## src/rtl/ram_arbiter_pkg.sv

```systemverilog
// Shared types and helpers for the two-port RAM arbiter.
package ram_arbiter_pkg;

  typedef enum logic [1:0] {
    IDLE,
    OWN_A,
    OWN_B
  } arb_state_t;

  typedef enum logic {
    REQ_A,
    REQ_B
  } requester_t;

  // On a tie the port not granted last time wins.
  function automatic requester_t rr_pick(
    input logic       a_req,
    input logic       b_req,
    input requester_t last_gnt
  );
    if (a_req && b_req) begin
      if (last_gnt == REQ_A) return REQ_B;
      return REQ_A;
    end
    if (b_req) return REQ_B;
    return REQ_A;
  endfunction

endpackage

```

## src/rtl/ram_arbiter_rr_grant2.sv

```systemverilog
// Combinational two-way round-robin pick used when no port owns the RAM.
module rr_grant2
  import ram_arbiter_pkg::*;
(
  input  logic       a_req,
  input  logic       b_req,
  input  requester_t last_gnt,
  output logic       a_gnt,
  output logic       b_gnt
);

  requester_t win;

  assign win   = rr_pick(a_req, b_req, last_gnt);
  assign a_gnt = a_req & (win == REQ_A);
  assign b_gnt = b_req & (win == REQ_B);

endmodule

```

## src/rtl/ram_arbiter.sv

```systemverilog
// Shares one single-port RAM between fetch (A) and load/store (B)
// with round-robin arbitration and a bounded exclusive lock.
module ram_arbiter
  import ram_arbiter_pkg::*;
#(
  parameter int W        = 32,
  parameter int L        = 128,
  parameter int MAX_LOCK = 4
) (
  input  logic                 clk,
  input  logic                 rst,
  input  logic                 a_req,
  input  logic                 a_lock,
  input  logic                 a_wr_ena,
  input  logic [$clog2(L)-1:0] a_addr,
  input  logic [W-1:0]         a_wr_data,
  input  logic                 b_req,
  input  logic                 b_lock,
  input  logic                 b_wr_ena,
  input  logic [$clog2(L)-1:0] b_addr,
  input  logic [W-1:0]         b_wr_data,
  output logic                 a_gnt,
  output logic                 b_gnt,
  output logic                 a_rd_valid,
  output logic                 b_rd_valid,
  output logic [W-1:0]         a_rd_data,
  output logic [W-1:0]         b_rd_data,
  output logic [$clog2(L)-1:0] ram_addr,
  output logic                 ram_wr_ena,
  output logic [W-1:0]         ram_wr_data,
  input  logic [W-1:0]         ram_rd_data
);

  localparam int CW = $clog2(MAX_LOCK + 1);

  arb_state_t     state;
  requester_t     last_gnt;
  logic [CW-1:0]  lock_cnt;
  logic           rr_a;
  logic           rr_b;
  logic           at_max;
  logic [CW-1:0]  cnt_inc;

  rr_grant2 u_rr (
    .a_req    (a_req),
    .b_req    (b_req),
    .last_gnt (last_gnt),
    .a_gnt    (rr_a),
    .b_gnt    (rr_b)
  );

  assign at_max  = (lock_cnt == CW'(MAX_LOCK));
  assign cnt_inc = at_max ? lock_cnt : lock_cnt + CW'(1);

  // Owner keeps the RAM until it drops req or the other side hits the bound.
  always_comb begin
    a_gnt = 1'b0;
    b_gnt = 1'b0;
    if (!rst) begin
      unique case (state)
        OWN_A: begin
          if (a_req) begin
            if (b_req && at_max) b_gnt = 1'b1;
            else                 a_gnt = 1'b1;
          end else begin
            a_gnt = rr_a;
            b_gnt = rr_b;
          end
        end
        OWN_B: begin
          if (b_req) begin
            if (a_req && at_max) a_gnt = 1'b1;
            else                 b_gnt = 1'b1;
          end else begin
            a_gnt = rr_a;
            b_gnt = rr_b;
          end
        end
        default: begin
          a_gnt = rr_a;
          b_gnt = rr_b;
        end
      endcase
    end
  end

  assign ram_addr    = a_gnt ? a_addr :
                       b_gnt ? b_addr : '0;
  assign ram_wr_data = a_gnt ? a_wr_data :
                       b_gnt ? b_wr_data : '0;
  assign ram_wr_ena  = (a_gnt & a_wr_ena) |
                       (b_gnt & b_wr_ena);

  always_ff @(posedge clk) begin
    if (rst) begin
      state      <= IDLE;
      last_gnt   <= REQ_B;
      lock_cnt   <= '0;
      a_rd_valid <= 1'b0;
      b_rd_valid <= 1'b0;
      a_rd_data  <= '0;
      b_rd_data  <= '0;
    end else begin
      a_rd_valid <= a_gnt & ~a_wr_ena;
      b_rd_valid <= b_gnt & ~b_wr_ena;
      if (a_gnt && !a_wr_ena) a_rd_data <= ram_rd_data;
      if (b_gnt && !b_wr_ena) b_rd_data <= ram_rd_data;
      if (a_gnt) begin
        last_gnt <= REQ_A;
        if (a_lock) begin
          state    <= OWN_A;
          lock_cnt <= (state == OWN_A) ? cnt_inc : CW'(1);
        end else begin
          state    <= IDLE;
          lock_cnt <= '0;
        end
      end else if (b_gnt) begin
        last_gnt <= REQ_B;
        if (b_lock) begin
          state    <= OWN_B;
          lock_cnt <= (state == OWN_B) ? cnt_inc : CW'(1);
        end else begin
          state    <= IDLE;
          lock_cnt <= '0;
        end
      end else begin
        state    <= IDLE;
        lock_cnt <= '0;
      end
    end
  end

endmodule

```

## config.mk

```make
export PLATFORM = sky130hd
export DESIGN_NAME = ram_arbiter
export DESIGN_NICKNAME = d
export VERILOG_FILES = /design/src/rtl/ram_arbiter_pkg.sv /design/src/rtl/ram_arbiter_rr_grant2.sv /design/src/rtl/ram_arbiter.sv
export SDC_FILE = /design/constraint.sdc
export NUM_CORES = 1
export LEC_CHECK = 0
export CAP_MARGIN = 20
export CELL_PAD_IN_SITES_DETAIL_PLACEMENT = 1
export CELL_PAD_IN_SITES_GLOBAL_PLACEMENT = 1
export CORE_MARGIN = 2
export CORE_UTILIZATION = 23
export DETAILED_ROUTE_END_ITERATION = 10
export PLACE_DENSITY_LB_ADDON = 0.1
export SETUP_SLACK_MARGIN = 0.4
export SKIP_LAST_GASP = 1
export SLEW_MARGIN = 0
export SYNTH_ARGS = -nofsm -noshare
export SYNTH_HDL_FRONTEND = slang
export SYNTH_SLANG_ARGS = --single-unit
```

## constraint.sdc

```tcl
create_clock -name clk -period 2.1 [get_ports clk]
set_clock_uncertainty 0.05 [all_clocks]
set_input_delay 0.525 -clock clk [delete_from_list [all_inputs] [get_ports clk]]
set_output_delay 0.525 -clock clk [all_outputs]
set_load 0.01 [all_outputs]
```

# Word level (Yosys, flattened, before mapping)
# Index checks and enable logic that the tools add are counted.
[totals]
ff_bits = 72
output_inout_bits = 108
input_bits = 118
elab_cells = 69
[classes]
n_addsub = 1
reduce_logical = 8
n_mux = 40
bitwise_logic = 10
eq_ne = 3
[ops]
columns = ["operator", "n"]
rows = [
  ["$mux W32", 2],
  ["$mux W1", 24],
  ["$mux W3", 7],
  ["$mux W7", 2],
  ["$and A1 B1 Y1", 6],
  ["$mux W2", 3],
  ["$logic_and A1 B1 Y1", 5],
  ["$pmux W1 S2", 2],
  ["$add A3 B1 Y3 const B", 1],
  ["$eq A3 B3 Y1 const B", 1],
  ["$not A1 Y1", 3],
  ["$eq A2 B1 Y1 const B", 1],
  ["$eq A2 B2 Y1 const B", 1],
  ["$logic_not A1 Y1", 2],
  ["$reduce_bool A2 Y1", 1],
  ["$or A1 B1 Y1", 1],
]

# Logic depth before layout (Yosys ltp)
[logic_depth]
depth_word = 14
depth_mapped = 9

# Cells and area by module
# Synthesis repeated with hierarchy kept, for this count alone.
[hier_totals]
cells_unflattened = 463
area_unflattened_um2 = 3337.0
[modules_own_cells]
columns = ["module", "cells_per_inst", "n_inst", "area_per_inst_um2"]
rows = [
  ["ram_arbiter", 460, 1, 3318.2],
  ["rr_grant2", 3, 1, 18.8],
]

# Least setup slack after synthesis
# OpenSTA, ideal clock, no wires.
[synth_path]
path_type = "reg-to-output"
from = "register lock_cnt[0]"
to = "output port ram_wr_data[23]"
setup_slack_ns = -0.262
stages_incl_launch_ff = 8
path_buffers = 1
t_required_ns = 1.525
t_arrival_ns = 1.787
path_cell_list = "dfxtp_1 inv_1 ha_1 and2_1 o311ai_1 nor2_1 clkbuf_1 a22o_1"
[synth_between]
word_cells_on_any_way = 17
[synth_rtl]
columns = ["element", "line_no", "rtl"]
rows = [
  ["start: declaration", "ram_arbiter.sv:38", "logic [CW-1:0] lock_cnt;"],
  ["start signal: assignment", "ram_arbiter.sv:112", "lock_cnt <= (state == OWN_A) ? cnt_inc : CW'(1);"],
  ["start signal: assignment", "ram_arbiter.sv:121", "lock_cnt <= (state == OWN_B) ? cnt_inc : CW'(1);"],
  ["$eq A3 B3 Y1 (*)", "ram_arbiter.sv:52", "assign at_max = (lock_cnt == CW'(MAX_LOCK));"],
  ["$logic_and A1 B1 Y1 (on tied branches)", "ram_arbiter.sv:72, ram_arbiter.sv:63", ""],
  ["$mux W1 (on tied branches)", "ram_arbiter.sv:72, ram_arbiter.sv:63", ""],
  ["$mux W1 (on tied branches)", "ram_arbiter.sv:71, ram_arbiter.sv:62", ""],
  ["$pmux W1 S2 (*)", "ram_arbiter.sv:60", "unique case (state)"],
  ["$mux W1 (*)", "ram_arbiter.sv:59", "if (!rst) begin"],
  ["via a_gnt", "ram_arbiter.sv:22", "output logic a_gnt,"],
  ["$mux W32 (*)", "ram_arbiter.sv:89", "assign ram_wr_data = a_gnt ? a_wr_data :"],
  ["end: declaration", "ram_arbiter.sv:30", "output logic [W-1:0] ram_wr_data,"],
]
# The timed path passes the listed nets; every way through them passes the cells marked *.

# Final worst setup path
[layout_path]
from = "register lock_cnt[1]"
to = "output port ram_wr_data[23]"
[layout_between]
elab_chain_len = 8
word_cells_on_any_way = 17
[layout_rtl]
columns = ["element", "line_no", "rtl"]
rows = [
  ["$eq A3 B3 Y1 (*)", "ram_arbiter.sv:52", ""],
  ["$logic_and A1 B1 Y1 (on tied branches)", "ram_arbiter.sv:72, ram_arbiter.sv:63", ""],
  ["$mux W1 (on tied branches)", "ram_arbiter.sv:72, ram_arbiter.sv:63", ""],
  ["$mux W1 (on tied branches)", "ram_arbiter.sv:71, ram_arbiter.sv:62", ""],
  ["$pmux W1 S2", "ram_arbiter.sv:60", ""],
  ["$mux W1", "ram_arbiter.sv:59", ""],
  ["$mux W32", "ram_arbiter.sv:90", "b_gnt ? b_wr_data : '0;"],
  ["$mux W32 (*)", "ram_arbiter.sv:89", ""],
]
# Mark *: on every way between the ends. The rest lies on a longest branch, timed or not.

==> flow_summary.yaml <==
clock_network:
  numCtsBuffers: 9
  root_buffer: "clkbuf_16"
  clock_path_buffers: 2
  clock_sinks: 72
  clock_latency_ps: 330
  cts_tree: "done"
  path_clk_slew_ps: 60
  ctsHoldBuffers: 0
  htreeDepth: 3
route:
  avgRoutedWirePerCell_um: 19.7
  drt-initial-drc-count: 136
  viasPerCell: 4.56
  drt_wl_total_um: 16300
  via_count: 3783
  post-route-drc-count: 0
  ant_nets: 0
  first_pass_iters: 4
die:
  rows: 44
  dieWidth_um: 125
  die_y_um: 125
  ios: 226
  core-area_um2: 14500
  initial_utilization_pct: 23.4
  dieArea_um2: 15700
setup_path:
  cpPeakStageDelay_ps: 340
  cp_slowest_cell: "dfxtp_2"
  timing.critical_path.depth: 12
  crit_chain: "inv_2 > ha_4 > and3_4 > a211oi_4 > a311o_1 > a21oi_4 > buf_6 > buf_6 > buf_12 > buf_16 > a22o_1 > buf_2"
  path_buf_inv: 6
  criticalPathCategory: "reg2out"
  crit_start: "lock_cnt[1]$_SDFF_PP0_"
  r2r_end: "b_rd_data[27]$_SDFFE_PP0P_"
  reg2reg_slack_ps: -630
  worstPathMaxFanout: 5
  cp_top_family: "compound AO/OA/AOI/OAI gates"
  crit_path_frequent_cell: "buf_6"
  start_kind: "flop"
  reg2reg_depth: 13
  required_ps: 1520
  worst_ep_arrival_time_ps: 2420
  cp-end-kind: "output pin"
  r2r_start: "state[1]$_SDFF_PP0_"
placed_design:
  gp_congestion: 0.789
  hpwl_um: 9790
  io_buffers: 225
sta:
  fmax_mhz: 334
  setup_ws_ps: -898
  maxSlewViolCount: 0
  setup_viol: 112
  finalHoldViolCount: 0
  worst_pin_slew_ps: 363
  rsz0062_at_grt: "yes"
  fin_crit_ps: 3000
  fin_crit_sh_pct: 143
  tns_ps: -58580
  slew_headroom_pct: 75.8
min_path:
  hold_path.class: "reg2reg"
  hold_depth: 2
  hold-path-endpoint: "a_rd_data[28]$_SDFFE_PP0P_"
  worstHoldStart: "a_rd_data[28]$_SDFFE_PP0P_"
synth:
  seq_area_frac_synth_pct: 42.5
  ys_warn_count: 0
  synth.cell_area_um2: 3390
  syn_nets: 470
  avgSynthCellArea_um2: 9.74
  synthCells: 348
  ys_types: 30
  synth-seq-cells: 72
global_routing:
  grt_max_degree: 38
  overflow: 0
  grtUsageTotal_pct: 20.8
  grt_pass1_vias: 4107
  grt_first_pass_wirelength_um: 24900
  antenna_found_initial: 0
cells_and_area:
  n_antenna_cell: 0
  fin_nets: 763
  drive_above_1_share_pct: 38.9
  synthToLayoutAreaGrowth_pct: 118
power_and_ir_drop:
  total_power_mw: 4.13
  power.density_nw_per_um2: 559
  power_leakage_nw: 3.52
  ir_drop_mv: 0.364
run:
  maxCapViolCount: 0
status:
  failed_checks: "negative setup slack"
  status: "complete, but fails checks"
[final cells by class]
type	instances	area (um^2)
clock buffer	9	225
clock inverter	7	47.5
fill	1575	7090
inverter	7	26.3
multi-input combinational	243	2170
sequential	72	1450
tap	184	230
timing repair buffer	308	3250
[cells by family after synthesis]
logic type                 share of synthesized area, %
buffers and inverters                              4.73
xor gates and xnor gates                          0.259
muxes                                              13.8
AOI/OAI and AO/OA                                  18.0
and+or+nand+nor                                    19.1
DFF                                                42.5
adders and majority gates                          1.48
[report_power, final]
group	leakage, nW	internal [mW]	total [mW]	switching, mW
combinational	2.79	0.749	1.23	0.483
sequential	0.589	1.45	1.48	0.0363
clock	0.137	0.800	1.42	0.619
total	3.52	2.99	4.13	1.14
[synth_stat cells (all sizes together)]
master	instances	area share, %
ha	4	1.5
a22o	40	10
nor2b	33	6.1
nand3b	2	0.44
o21ai	32	4.7
nand3	2	0.30
nand2b	34	6.3
buf	9	2.1
xnor2	1	0.26
o21a	3	0.66
a311o	1	0.30
mux2	32	14
o311ai	1	0.26
nand2	37	4.1
o211ai	1	0.22
a211oi	2	0.44
dfxtp	72	43
clkbuf	17	1.9
nor2	6	0.66
nor3	1	0.15
a32o	1	0.30
or3	1	0.18
inv	7	0.78
a21oi	3	0.55
and2	3	0.55
a21o	1	0.22
and3	2	0.37
[metrics by stage]
stage / hold WS [ps] / utilization (%) / instances / instance area [um^2] / setup slack, ps
finish: 412 / 51.1 / 830 / 7390 / -898
global route: 427 / 51.1 / 830 / 7390 / -983
CTS: 415 / 49.0 / 822 / 7100 / -881
detailed placement: 418 / 42.0 / 757 / 6080 / -1420
global placement: 410 / 42.0 / 757 / 6080 / -1340
floorplan: 443 / - / 348 / 3530 / -156
[layer usage]
metal / track usage, % / vias to the layer above / routed length (um)
met4: 5.10 / 0 / 282
met5: 0 / - / 0
li1: - / 1813 / -
met3: 6.63 / 23 / 1090
met1: 23.1 / 1800 / 6290
met2: 38.5 / 147 / 8670
[registers in the layout, indices dropped and copies added (netlist names)]
register    flops
a_rd_data      32
b_rd_data      32
lock_cnt        3
state           2
a_rd_valid      1
b_rd_valid      1
last_gnt        1
[what timing repair did]
action                     4_1_cts  5_1_grt
gates resized for setup        295       91
cloned                          22        0
setup buffers                   27        8
pin swaps                       25       29
setup endpoints to repair      180      114
[worst max path at each step]
stage | endpoint | slack, ps
2_1_floorplan | ram_addr[0] | -160
3_3_place_gp | ram_wr_data[4] | -1340
3_5_place_dp | ram_wr_data[4] | -1420
4_1_cts | ram_wr_data[23] | -880
5_1_grt | ram_wr_data[14] | -980
6_report | ram_wr_data[23] | -900
[tightest hold or removal path: stages (launching register included)]
cell	delay [ps]
dfxtp_1	310
nand2b_1	60
o21ai_1	50
[layout by cell type, fill, tap and decap left out, types with 3 or more instances in the layout]
master             n
o21a_1             3
mux2_4            29
inv_2              6
nand2_1           10
o21ai_2           20
buf_4             38
clkbuf_16          9
nand2b_1          32
ha_4               3
o21ai_1           12
nand2_2           12
nand2_4           15
dlygate4sd2_1     68
dfxtp_2            4
dfxtp_1           68
a22o_1            39
buf_12            11
clkinv_2           4
nor2_1             4
buf_16            20
buf_2             36
nor2b_1           33
clkdlybuf4s50_1  114
mux2_2             3
buf_6             19
Power figures use the tool's default switching activity.
